[src/rtl/pc_seq_pkg.sv]
// Shared encodings and helpers for the program-counter stage.
package pc_seq_pkg;

  typedef enum logic {
    ST_RUN  = 1'b0,
    ST_HALT = 1'b1
  } pc_state_e;

  typedef enum logic [2:0] {
    SEL_SEQ  = 3'd0,
    SEL_BR   = 3'd1,
    SEL_JAL  = 3'd2,
    SEL_JALR = 3'd3,
    SEL_HOLD = 3'd4
  } pc_sel_e;

  localparam logic [31:0] PC_STEP = 32'd4;

  function automatic logic [31:0] align_pc(input logic [31:0] addr);
    return {addr[31:2], 2'b00};
  endfunction

endpackage

[src/rtl/pc_next_mux.sv]
// Next-PC selection: target adders, priority select and redirect alignment check.
module pc_next_mux
  import pc_seq_pkg::*;
(
  input  logic [31:0] pc,
  input  logic [31:0] pc_plus4,
  input  logic [31:0] imm,
  input  logic [31:0] rs1_data,
  input  logic        halt,
  input  logic        branch_taken,
  input  logic        jal,
  input  logic        jalr,
  output pc_sel_e     sel,
  output logic [31:0] next_pc,
  output logic        misalign
);

  logic [31:0] rel_tgt_s;
  logic [31:0] jalr_sum_s;
  logic [31:0] jalr_tgt_s;
  logic [31:0] target_s;
  logic        redirect_s;

  assign rel_tgt_s  = pc + imm;
  assign jalr_sum_s = rs1_data + imm;
  assign jalr_tgt_s = {jalr_sum_s[31:1], 1'b0};

  // Priority encode the redirect source; halt outranks every redirect.
  always_comb begin
    sel = SEL_SEQ;
    if (halt) begin
      sel = SEL_HOLD;
    end else if (jalr) begin
      sel = SEL_JALR;
    end else if (jal) begin
      sel = SEL_JAL;
    end else if (branch_taken) begin
      sel = SEL_BR;
    end else begin
      sel = SEL_SEQ;
    end
  end

  // Route the selected target.
  always_comb begin
    target_s = pc_plus4;
    case (sel)
      SEL_HOLD:        target_s = pc;
      SEL_JALR:        target_s = jalr_tgt_s;
      SEL_JAL, SEL_BR: target_s = rel_tgt_s;
      SEL_SEQ:         target_s = pc_plus4;
      default:         target_s = pc_plus4;
    endcase
  end

  assign redirect_s = (sel == SEL_JALR) || (sel == SEL_JAL) || (sel == SEL_BR);
  assign misalign   = redirect_s & target_s[1];
  assign next_pc    = align_pc(target_s);

endmodule

[src/rtl/pc_sequencer.sv]
// RV32I program-counter stage with RUN/HALT control and retire statistics.
// Statistics counters are built only when PC_STATS_EN is defined.
module pc_sequencer
  import pc_seq_pkg::*;
#(
  parameter logic [31:0] RESET_PC = 32'h0000_0000,
  parameter int          CNT_W    = 32
) (
  input  logic             Clock,
  input  logic             Reset,
  input  logic             Go,
  input  logic             Halt,
  input  logic             BranchTaken,
  input  logic             Jal,
  input  logic             Jalr,
  input  logic [31:0]      Imm,
  input  logic [31:0]      Rs1Data,
  output logic [31:0]      Pc,
  output logic [31:0]      PcPlus4,
  output logic             Halted,
  output logic             Misalign,
  output logic [CNT_W-1:0] CycleCnt,
  output logic [CNT_W-1:0] BranchCnt,
  output logic [CNT_W-1:0] JumpCnt
);

  pc_state_e   state_r;
  pc_sel_e     sel_s;
  logic [31:0] next_pc_s;
  logic        mis_s;
  logic        run_s;

  assign PcPlus4 = Pc + PC_STEP;
  assign run_s   = (state_r == ST_RUN);

  pc_next_mux u_next_mux (
    .pc           (Pc),
    .pc_plus4     (PcPlus4),
    .imm          (Imm),
    .rs1_data     (Rs1Data),
    .halt         (Halt),
    .branch_taken (BranchTaken),
    .jal          (Jal),
    .jalr         (Jalr),
    .sel          (sel_s),
    .next_pc      (next_pc_s),
    .misalign     (mis_s)
  );

  // PC register and RUN/HALT state machine; HALT only listens to Go.
  always_ff @(posedge Clock) begin
    if (Reset) begin
      state_r  <= ST_RUN;
      Pc       <= RESET_PC;
      Halted   <= 1'b0;
      Misalign <= 1'b0;
    end else begin
      case (state_r)
        ST_RUN: begin
          Pc <= next_pc_s;
          if (mis_s) begin
            Misalign <= 1'b1;
          end
          if (sel_s == SEL_HOLD) begin
            state_r <= ST_HALT;
            Halted  <= 1'b1;
          end
        end
        ST_HALT: begin
          if (Go) begin
            state_r <= ST_RUN;
            Halted  <= 1'b0;
            Pc      <= align_pc(PcPlus4);
          end
        end
        default: begin
          state_r <= ST_RUN;
          Halted  <= 1'b0;
        end
      endcase
    end
  end

`ifdef PC_STATS_EN
  // Retire statistics; a halting instruction only counts as a cycle.
  always_ff @(posedge Clock) begin
    if (Reset) begin
      CycleCnt  <= '0;
      BranchCnt <= '0;
      JumpCnt   <= '0;
    end else if (run_s) begin
      CycleCnt <= CycleCnt + CNT_W'(1);
      if (sel_s == SEL_BR) begin
        BranchCnt <= BranchCnt + CNT_W'(1);
      end
      if ((sel_s == SEL_JAL) || (sel_s == SEL_JALR)) begin
        JumpCnt <= JumpCnt + CNT_W'(1);
      end
    end
  end
`else
  logic unused_s;
  assign unused_s  = run_s;
  assign CycleCnt  = '0;
  assign BranchCnt = '0;
  assign JumpCnt   = '0;
`endif

endmodule

[config.mk]
export PLATFORM = sky130hd
export DESIGN_NAME = pc_sequencer
export DESIGN_NICKNAME = d
export VERILOG_FILES = /design/src/rtl/pc_seq_pkg.sv /design/src/rtl/pc_next_mux.sv /design/src/rtl/pc_sequencer.sv
export SDC_FILE = /design/constraint.sdc
export NUM_CORES = 1
export LEC_CHECK = 0
export BUFFER_PORTS_ARGS = -buffer_cell sky130_fd_sc_hd__buf_2
export CAP_MARGIN = 20
export CELL_PAD_IN_SITES_DETAIL_PLACEMENT = 0
export CELL_PAD_IN_SITES_GLOBAL_PLACEMENT = 1
export CORE_ASPECT_RATIO = 1.5
export CORE_UTILIZATION = 36
export DETAILED_ROUTE_END_ITERATION = 10
export HOLD_SLACK_MARGIN = 0.03
export PLACE_DENSITY = 0.87
export SETUP_SLACK_MARGIN = 0.1
export SYNTH_ARGS = -nofsm -noshare
export SYNTH_HDL_FRONTEND = slang
export SYNTH_SLANG_ARGS = --single-unit
export TNS_END_PERCENT = 10
[constraint.sdc]
create_clock -name Clock -period 3.2 [get_ports Clock]
set_input_delay 0.16 -clock Clock [delete_from_list [all_inputs] [get_ports Clock]]
set_output_delay 0.16 -clock Clock [all_outputs]
set_load 0.02 [all_outputs]
==> flow_summary.json, run 1 <==
{
  "status": "complete, no violations",
  "syn_avg_cell_area_um2": 7.343,
  "p_leak_nw": 3.300,
  "cts_tree": "yes",
  "cp_common_cell": "nand2b_1",
  "gp_congestion": 0.9684,
  "max-slew-margin-rel_pct": 36.25,
  "period_share_pct": 92.15,
  "ir_worst_vdd_uv": 205.0,
  "hold_path_depth": 4,
  "crit_path_end_kind": "register",
  "crit_chain": "ha_1 -> inv_1 -> fa_1 -> nand2b_1 -> a21oi_2 -> o21ai_2 -> o22ai_2 -> a31oi_1 -> o21ai_0 -> nand2b_1 -> mux2_2 -> o21a_1",
  "dpl.hpwl_um": 17840,
  "cp_slowest_cell": "dfxtp_1",
  "clockRootBuffer": "clkbuf_16",
  "required_ns": 3.38,
  "grt_use_total_pct": 24.42,
  "tns_ns": 0,
  "routed-via-count": 6600,
  "utilization_pct": 41.22,
  "pwr-share-clk_pct": 22.2,
  "slew_violations": 0,
  "areaGrowthSynthToFinish_pct": 11.29,
  "num_rows": 58,
  "grt_max_degree": 32,
  "io_buffers": 132,
  "grt_pass1_wl_um": 32930,
  "dieArea_mm2": 0.01794,
  "drc_errors": 0,
  "drv_cap": 0,
  "drive_above_1_share_pct": 20.29,
  "synth_ff_type": "dfxtp_1",
  "reg2reg_depth": 12,
  "antenna_cells": 0,
  "ys_top_cells_by_area": "buf_4, ha_1, dfxtp_1",
  "p_seq_share_pct": 20.9,
  "syn_inst": 853,
  "rsz0062_at_grt": "true",
  "slowest_delay_ns": 0.43,
  "critical_path_class": "reg2reg",
  "h-tree-depth": 2,
  "insertion_delay_ns": 0.29,
  "die_height_um": 163.6,
  "cts-resized-gates": 0,
  "clockBufferDepth": 2,
  "io_pins": 233,
  "stdcell_count": 1191,
  "hold_buffers": 0,
  "clock_sinks": 33,
  "post-route-min-period_ns": 2.949,
  "skew_ns": 0.007988,
  "dr.pass1.iters": 5,
  "synth-seq-cells": 33,
  "worst_pin_slew_ns": 0.9527,
  "drt_first_iter_violations": 280,
  "initial_core_util_pct": 37.04,
  "antenna_left": 0,
  "wire_per_inst_um": 18.60,
  "synth_edf_count": 0,
  "cp-start-kind": "register",
  "cts_setup_buffers": 0,
  "p_comb_share_pct": 56.9,
  "timing.fmax_mhz": 339.1,
  "antenna_found_initial": 0,
  "powerDensity_mw_per_mm2": 355.0,
  "syn-cell-area_mm2": 0.006264,
  "synth-seq-area-share_pct": 10.55,
  "die-width_um": 109.7,
  "critical_path_arrival_ns": 3.13,
  "cts_buffers": 5,
  "p_int_mw": 1.282,
  "grt_pass1_vias": 6284,
  "placed_cells": 1183,
  "synth_top_area_share_pct": 12.11,
  "synth_async_sr_flop_share_pct": 0,
  "swShare_pct": 48.17,
  "finalHoldViolCount": 0,
  "path_clk_slew_ns": 0.06,
  "core_area_mm2": 0.01691,
  "final_nets": 1113,
  "power.total_mw": 2.474,
  "ys_types": 83,
  "grt-ovfl-total": 0,
  "drt-total-wl_um": 22150,
  "switchingPower_mw": 1.192,
  "final_common_cell": "buf_2",
  "critPathMaxFanout": 7,
  "via_per_inst": 5.542,
  "yosys_warnings": 0,
  "finalSetupViolCount": 0,
  "final_cell_mix": "buf_2, conb_1, a21oi_1",
  "hold_path.class": "in2reg",
  "yosys.area.top_type": "buf_4"
}
==> sequential cells by signal, indices dropped and copies added, names as in the netlist <==
| register | count |
|---|---|
| Misalign | 1 |
| state_r | 1 |
| Halted | 1 |
| Pc | 30 |
==> power groups by stage <==
stage          logic [mW]  registers (mW)  clock network (mW)
2_1_floorplan        1.03           0.558                   0
3_3_place_gp         1.38           0.524                   0
3_5_place_dp         1.39           0.524                   0
4_1_cts              1.40           0.515               0.554
5_1_grt              1.53           0.522               0.571
6_report             1.41           0.516               0.550
==> path summary, 6_finish.rpt <==
kind            start       end  slack, ns
max             Pc[2]    Pc[30]       0.25
min                Go    Halted       0.25
max reg2reg     Pc[2]    Pc[30]       0.25
min reg2reg  Misalign  Misalign       0.47
==> area by class of cell <==
| cell class | count | area, µm² |
|---|---|---|
| Timing Repair Buffer | 154 | 825.8 |
| Clock inverter | 1 | 5.005 |
| Fill cell | 1824 | 9938 |
| Inverter | 20 | 75.07 |
| Clock buffer | 7 | 152.6 |
| Multi-Input combinational cell | 766 | 4989 |
| Sequential cell | 33 | 660.6 |
| Tap cell | 210 | 262.8 |
==> through the flow <==
stage                     setup WS [ns]  hold slack [ns]  instance area (µm²)
final                            0.2510           0.2508                 6970
after floorplan                  0.4966           0.3224                 6635
after detailed placement         0.2453           0.4516                 6809
after global placement           0.3406           0.4533                 6809
after CTS                        0.2148           0.2444                 6967
after global routing            0.09172           0.2703                 6970
==> critical path: cells and delay by family (launching register included) <==
kind | cells | cell delay, ns
flip-flops | 1 | 0.43
AND/OR/NAND/NOR | 2 | 0.32
adder cells (fa/ha/maj) | 2 | 0.59
AO/OA/AOI/OAI | 6 | 1.16
multiplexers | 1 | 0.28
buffers and inverters | 1 | 0.06
==> cells by family after synthesis <==
kind of cell             count (synthesis)  synth area share, %
AO/OA/AOI/OAI                          275                28.99
AND/OR/NAND/NOR                        245                20.02
buffers and inverters                  153                15.94
XOR/XNOR                                81                11.33
adder cells (fa/ha/maj)                 62                12.62
flip-flops                              33                10.55
multiplexers                             3               0.4994
other                                    1              0.05987
==> layer usage <==
layer | track usage [%] | wire length, µm | vias to the layer above
met5 | 0 | 0 | -
met4 | 14.85 | 1406 | 0
met3 | 2.953 | 1215 | 79
met2 | 46.05 | 11630 | 315
met1 | 24.92 | 7897 | 3034
li1 | - | - | 3172
==> cell usage after synthesis, types with 5 or more instances <==
library cell and instances:
a21oi_1 72, o221ai_1 5, nand2b_1 9, o21a_1 9, clkbuf_1 26, o31ai_1 8
o22ai_1 10, buf_4 101, xor2_1 32, xnor2_1 49, o211ai_1 11, a31oi_1 15
a22oi_1 7, inv_1 20, a221oi_1 9, a21o_1 19, nand2_1 67, dfxtp_1 33
nand3_1 23, o21bai_1 7, o21ai_0 50, nand4_1 13, nor2_1 65, ha_1 60
a211oi_1 10, nor2b_1 10, and3_1 6, nor3_1 17, and2_1 5
(Power assumes the default switching activity.)
==> inputs of run 2 (changes only) <==
- CTS_BUF_LIST: default -> sky130_fd_sc_hd__clkbuf_4
==> flow_summary.json, run 2 (synthesis results as in run 1) <==
{
  "status": "complete, no violations",
  "utilization_pct": 40.59,
  "cts_setup_buffers": 0,
  "dr.pass1.iters": 5,
  "cts-resized-gates": 0,
  "die-width_um": 109.7,
  "timing.fmax_mhz": 338.2,
  "areaGrowthSynthToFinish_pct": 9.568,
  "cp_slowest_cell": "dfxtp_1",
  "drive_above_1_share_pct": 20.08,
  "finalHoldViolCount": 0,
  "num_rows": 58,
  "io_pins": 233,
  "rr_startpoint": "Pc[2]",
  "initial_core_util_pct": 37.04,
  "final_nets": 1113,
  "critical_path_class": "reg2reg",
  "finalSetupViolCount": 0,
  "insertion_delay_ns": 0.37,
  "p_comb_share_pct": 64.2,
  "cp-start-kind": "register",
  "clockBufferDepth": 2,
  "place_ws_ns": 0.2453,
  "gp_congestion": 0.9684,
  "drc_errors": 0,
  "pwr-share-clk_pct": 12.2,
  "reg2reg_depth": 12,
  "drt_first_iter_violations": 285,
  "drt-total-wl_um": 22230,
  "antenna_cells": 0,
  "post-route-min-period_ns": 2.957,
  "grt_use_total_pct": 24.27,
  "cts_tree": "yes",
  "final_common_cell": "buf_2",
  "drv_cap": 0,
  "antenna_left": 0,
  "skew_ns": 0.02393,
  "clock_sinks": 33,
  "switchingPower_mw": 1.160,
  "antenna_found_initial": 0,
  "crit_path_end_kind": "register",
  "startpoint": "Pc[2]",
  "via_per_inst": 5.547,
  "placed_cells": 1183,
  "cp.buffers_inverters": 1,
  "hold_buffers": 0,
  "cp_common_cell": "nand2b_1",
  "clockRootBuffer": "clkbuf_4",
  "routed-via-count": 6607,
  "p_leak_nw": 3.251,
  "dpl.hpwl_um": 17840,
  "max-slew-margin-rel_pct": 39.48,
  "ir_worst_vdd_uv": 134.1,
  "regMostFlops": "Pc",
  "final_cell_mix": "buf_2, conb_1, a21oi_1",
  "hold_path_depth": 4,
  "grt_max_degree": 32,
  "grt-ovfl-total": 0,
  "critical-path-top-delay-family": "compound AO/OA/AOI/OAI gates",
  "largest_reg_flops": 30,
  "swShare_pct": 52.94,
  "grt_pass1_vias": 6291,
  "wire_per_inst_um": 18.67,
  "tns_ns": 0,
  "grt_pass1_wl_um": 32820,
  "hold_path.class": "in2reg",
  "core_area_mm2": 0.01691,
  "p_seq_share_pct": 23.6,
  "io_buffers": 132,
  "hold_start": "Go",
  "cts_buffers": 5,
  "path_depth": 12,
  "critPathMaxFanout": 7,
  "slew_violations": 0,
  "h-tree-depth": 2,
  "required_ns": 3.46,
  "crit_chain": "ha_1 -> inv_1 -> fa_1 -> nand2b_1 -> a21oi_2 -> o21ai_2 -> o22ai_2 -> a31oi_1 -> o21ai_0 -> nand2b_1 -> mux2_2 -> o21a_1",
  "rsz0062_at_grt": "true",
  "powerDensity_mw_per_mm2": 319.3,
  "p_int_mw": 1.031,
  "stdcell_count": 1191,
  "slowest_delay_ns": 0.45,
  "critical_path_arrival_ns": 3.22,
  "dieArea_mm2": 0.01794,
  "path_clk_slew_ns": 0.13,
  "die_height_um": 163.6,
  "period_share_pct": 92.40,
  "fin_ws_ns": 0.2433,
  "worst_pin_slew_ns": 0.9045
}
run 2: per-stage QoR:
step                power (mW)  hold WS, ns  instance area [µm²]
floorplan                1.584       0.3224                 6635
global placement         1.909       0.4533                 6809
finish                   2.191       0.1784                 6863
global route             2.335       0.1791                 6863
detailed placement       1.913       0.4516                 6809
CTS                      2.183       0.1549                 6859
run 2: final timing paths:
path / end / slack, ns
min reg2reg: Misalign / 0.48
max reg2reg: Pc[30] / 0.24
min: Halted / 0.18
max: Pc[30] / 0.24
run 2: layout make-up:
| cell class | count | area (µm²) |
|---|---|---|
| clock buffer | 5 | 37.54 |
| clock inverter | 3 | 12.51 |
| fill | 1835 | 10050 |
| inverter | 20 | 75.07 |
| multi-input combinational | 766 | 4989 |
| sequential | 33 | 660.6 |
| tap | 210 | 262.8 |
| timing repair buffer | 154 | 825.8 |
run 2: worst min-delay path, stage by stage:
cell,delay [ns]
buf_2,0.11
nand2_1,0.08
a21oi_1,0.07
nor2_1,0.08
run 2: layer usage:
layer  routed length, µm  part of all wire [%]  up-vias  GRT usage [%]
met5                   0                     0        -              0
met4                1402                   6.3        0          15.09
met3                1225                   5.5       80          3.073
met2               11690                    53      305          45.77
met1                7910                    36     3052          24.56
li1                    -                     -     3170              -
run 2: power groups by stage:
stage	Sequential [mW]	Clock [mW]	Combinational, mW
final	0.517	0.268	1.41
after global routing	0.522	0.287	1.53
after CTS	0.515	0.272	1.40
after detailed placement	0.524	0	1.39
after global placement	0.524	0	1.38
after floorplan	0.558	0	1.03
==> inputs of run 3 (changes only) <==
- SETUP_SLACK_MARGIN: 0.1 -> 0.3
==> flow_summary.json, run 3 (synthesis results as in run 1) <==
{
  "status": "complete, no violations",
  "ir_worst_vdd_uv": 134.0,
  "drt-total-wl_um": 22220,
  "grt-ovfl-total": 0,
  "insertion_delay_ns": 0.37,
  "dieArea_mm2": 0.01794,
  "drc_errors": 0,
  "dpl.hpwl_um": 17840,
  "hold_buffers": 0,
  "final_nets": 1113,
  "endpoint": "PcPlus4[30]",
  "grt_pass1_vias": 6308,
  "clock_sinks": 33,
  "path_clk_slew_ns": 0.13,
  "antenna_found_initial": 0,
  "final_cell_mix": "buf_2, conb_1, a21oi_1",
  "regMostFlops": "Pc",
  "areaGrowthSynthToFinish_pct": 9.768,
  "via_per_inst": 5.552,
  "rrSetupSlack_ns": 0.43,
  "p_leak_nw": 3.253,
  "skew_ns": 0.02567,
  "reg2reg_depth": 10,
  "fin_area_mm2": 0.006875,
  "h-tree-depth": 2,
  "die_height_um": 163.6,
  "finalHoldViolCount": 0,
  "stdcell_count": 1191,
  "num_rows": 58,
  "placed_cells": 1183,
  "initial_core_util_pct": 37.04,
  "drive_above_1_share_pct": 20.29,
  "period_share_pct": 86.52,
  "clockBufferDepth": 2,
  "critPathMaxFanout": 9,
  "tns_ns": 0,
  "critical_path_arrival_ns": 2.61,
  "grt_pass1_wl_um": 32840,
  "utilization_pct": 40.66,
  "largest_reg_flops": 30,
  "cp-start-kind": "register",
  "drt_first_iter_violations": 324,
  "place_ws_ns": 0.2453,
  "finalSetupViolCount": 0,
  "worst_pin_slew_ns": 0.9374,
  "max-slew-margin-rel_pct": 37.28,
  "die-width_um": 109.7,
  "critical_path_class": "reg2out",
  "grt_max_degree": 32,
  "wire_per_inst_um": 18.66,
  "slew_violations": 0,
  "rr_startpoint": "Pc[11]",
  "final_common_cell": "buf_2",
  "startpoint": "Pc[4]",
  "drv_cap": 0,
  "crit_path_end_kind": "output pin",
  "holdWs_ns": 0.1796,
  "cts_tree": "yes",
  "powerDensity_mw_per_mm2": 319.3,
  "hold_start": "Go",
  "routed-via-count": 6613,
  "clockRootBuffer": "clkbuf_4",
  "gp_congestion": 0.9684,
  "io_pins": 233,
  "required_ns": 3.04,
  "io_buffers": 132,
  "nFillCells": 1832,
  "cts-resized-gates": 2,
  "antenna_left": 0,
  "fin_ws_ns": 0.4314,
  "antenna_cells": 0,
  "r2r_end": "Pc[22]",
  "ff_latch_area_um2": 661.9,
  "cts_setup_buffers": 0,
  "dr.pass1.iters": 5,
  "power.total_mw": 2.195,
  "timing.fmax_mhz": 361.2,
  "cts_buffers": 5,
  "multi_input_area_mm2": 0.005000,
  "rsz0062_at_grt": "true",
  "hold_path.class": "in2reg",
  "placed_area_mm2": 0.006809,
  "post-route-min-period_ns": 2.769,
  "grt_use_total_pct": 24.30,
  "core_area_mm2": 0.01691
}
==> run 3: critical path: stages, from the launching register on <==
cell and delay [ns]:
dfxtp_1 0.51, and4_1 0.41, nand4_2 0.28, nor3_2 0.38, and3_1 0.23, xor2_1 0.23, buf_2 0.21
==> run 3: layout make-up <==
class / instances / area share (%)
repair buffers: 154 / 12.01
inverters: 20 / 1.092
flip-flops and latches: 33 / 9.627
well taps: 210 / 3.822
clock inverters: 3 / 0.1820
multi-input cells: 766 / 72.72
clock buffers: 5 / 0.5460
==> run 3: worst min path at each step <==
stage	cells past startpoint	end
2_1_floorplan	1	state_r
3_5_place_dp	2	Misalign
4_1_cts	4	Halted
6_report	4	Halted
5_1_grt	4	Halted
3_3_place_gp	2	Misalign
==> run 3: power breakdown <==
part / switching, mW / internal [mW] / leakage (nW)
Combinational: 0.908 / 0.503 / 2.95
Clock: 0.188 / 0.0799 / 0.0300
Sequential: 0.0671 / 0.450 / 0.271
==> run 3: metal layers <==
layer	part of all wire, %	global-route usage (%)	vias up
li1	-	-	3166
met1	35	24.63	3032
met2	52	45.91	327
met3	5.8	3.033	88
met4	6.6	14.91	0
met5	0	0	-
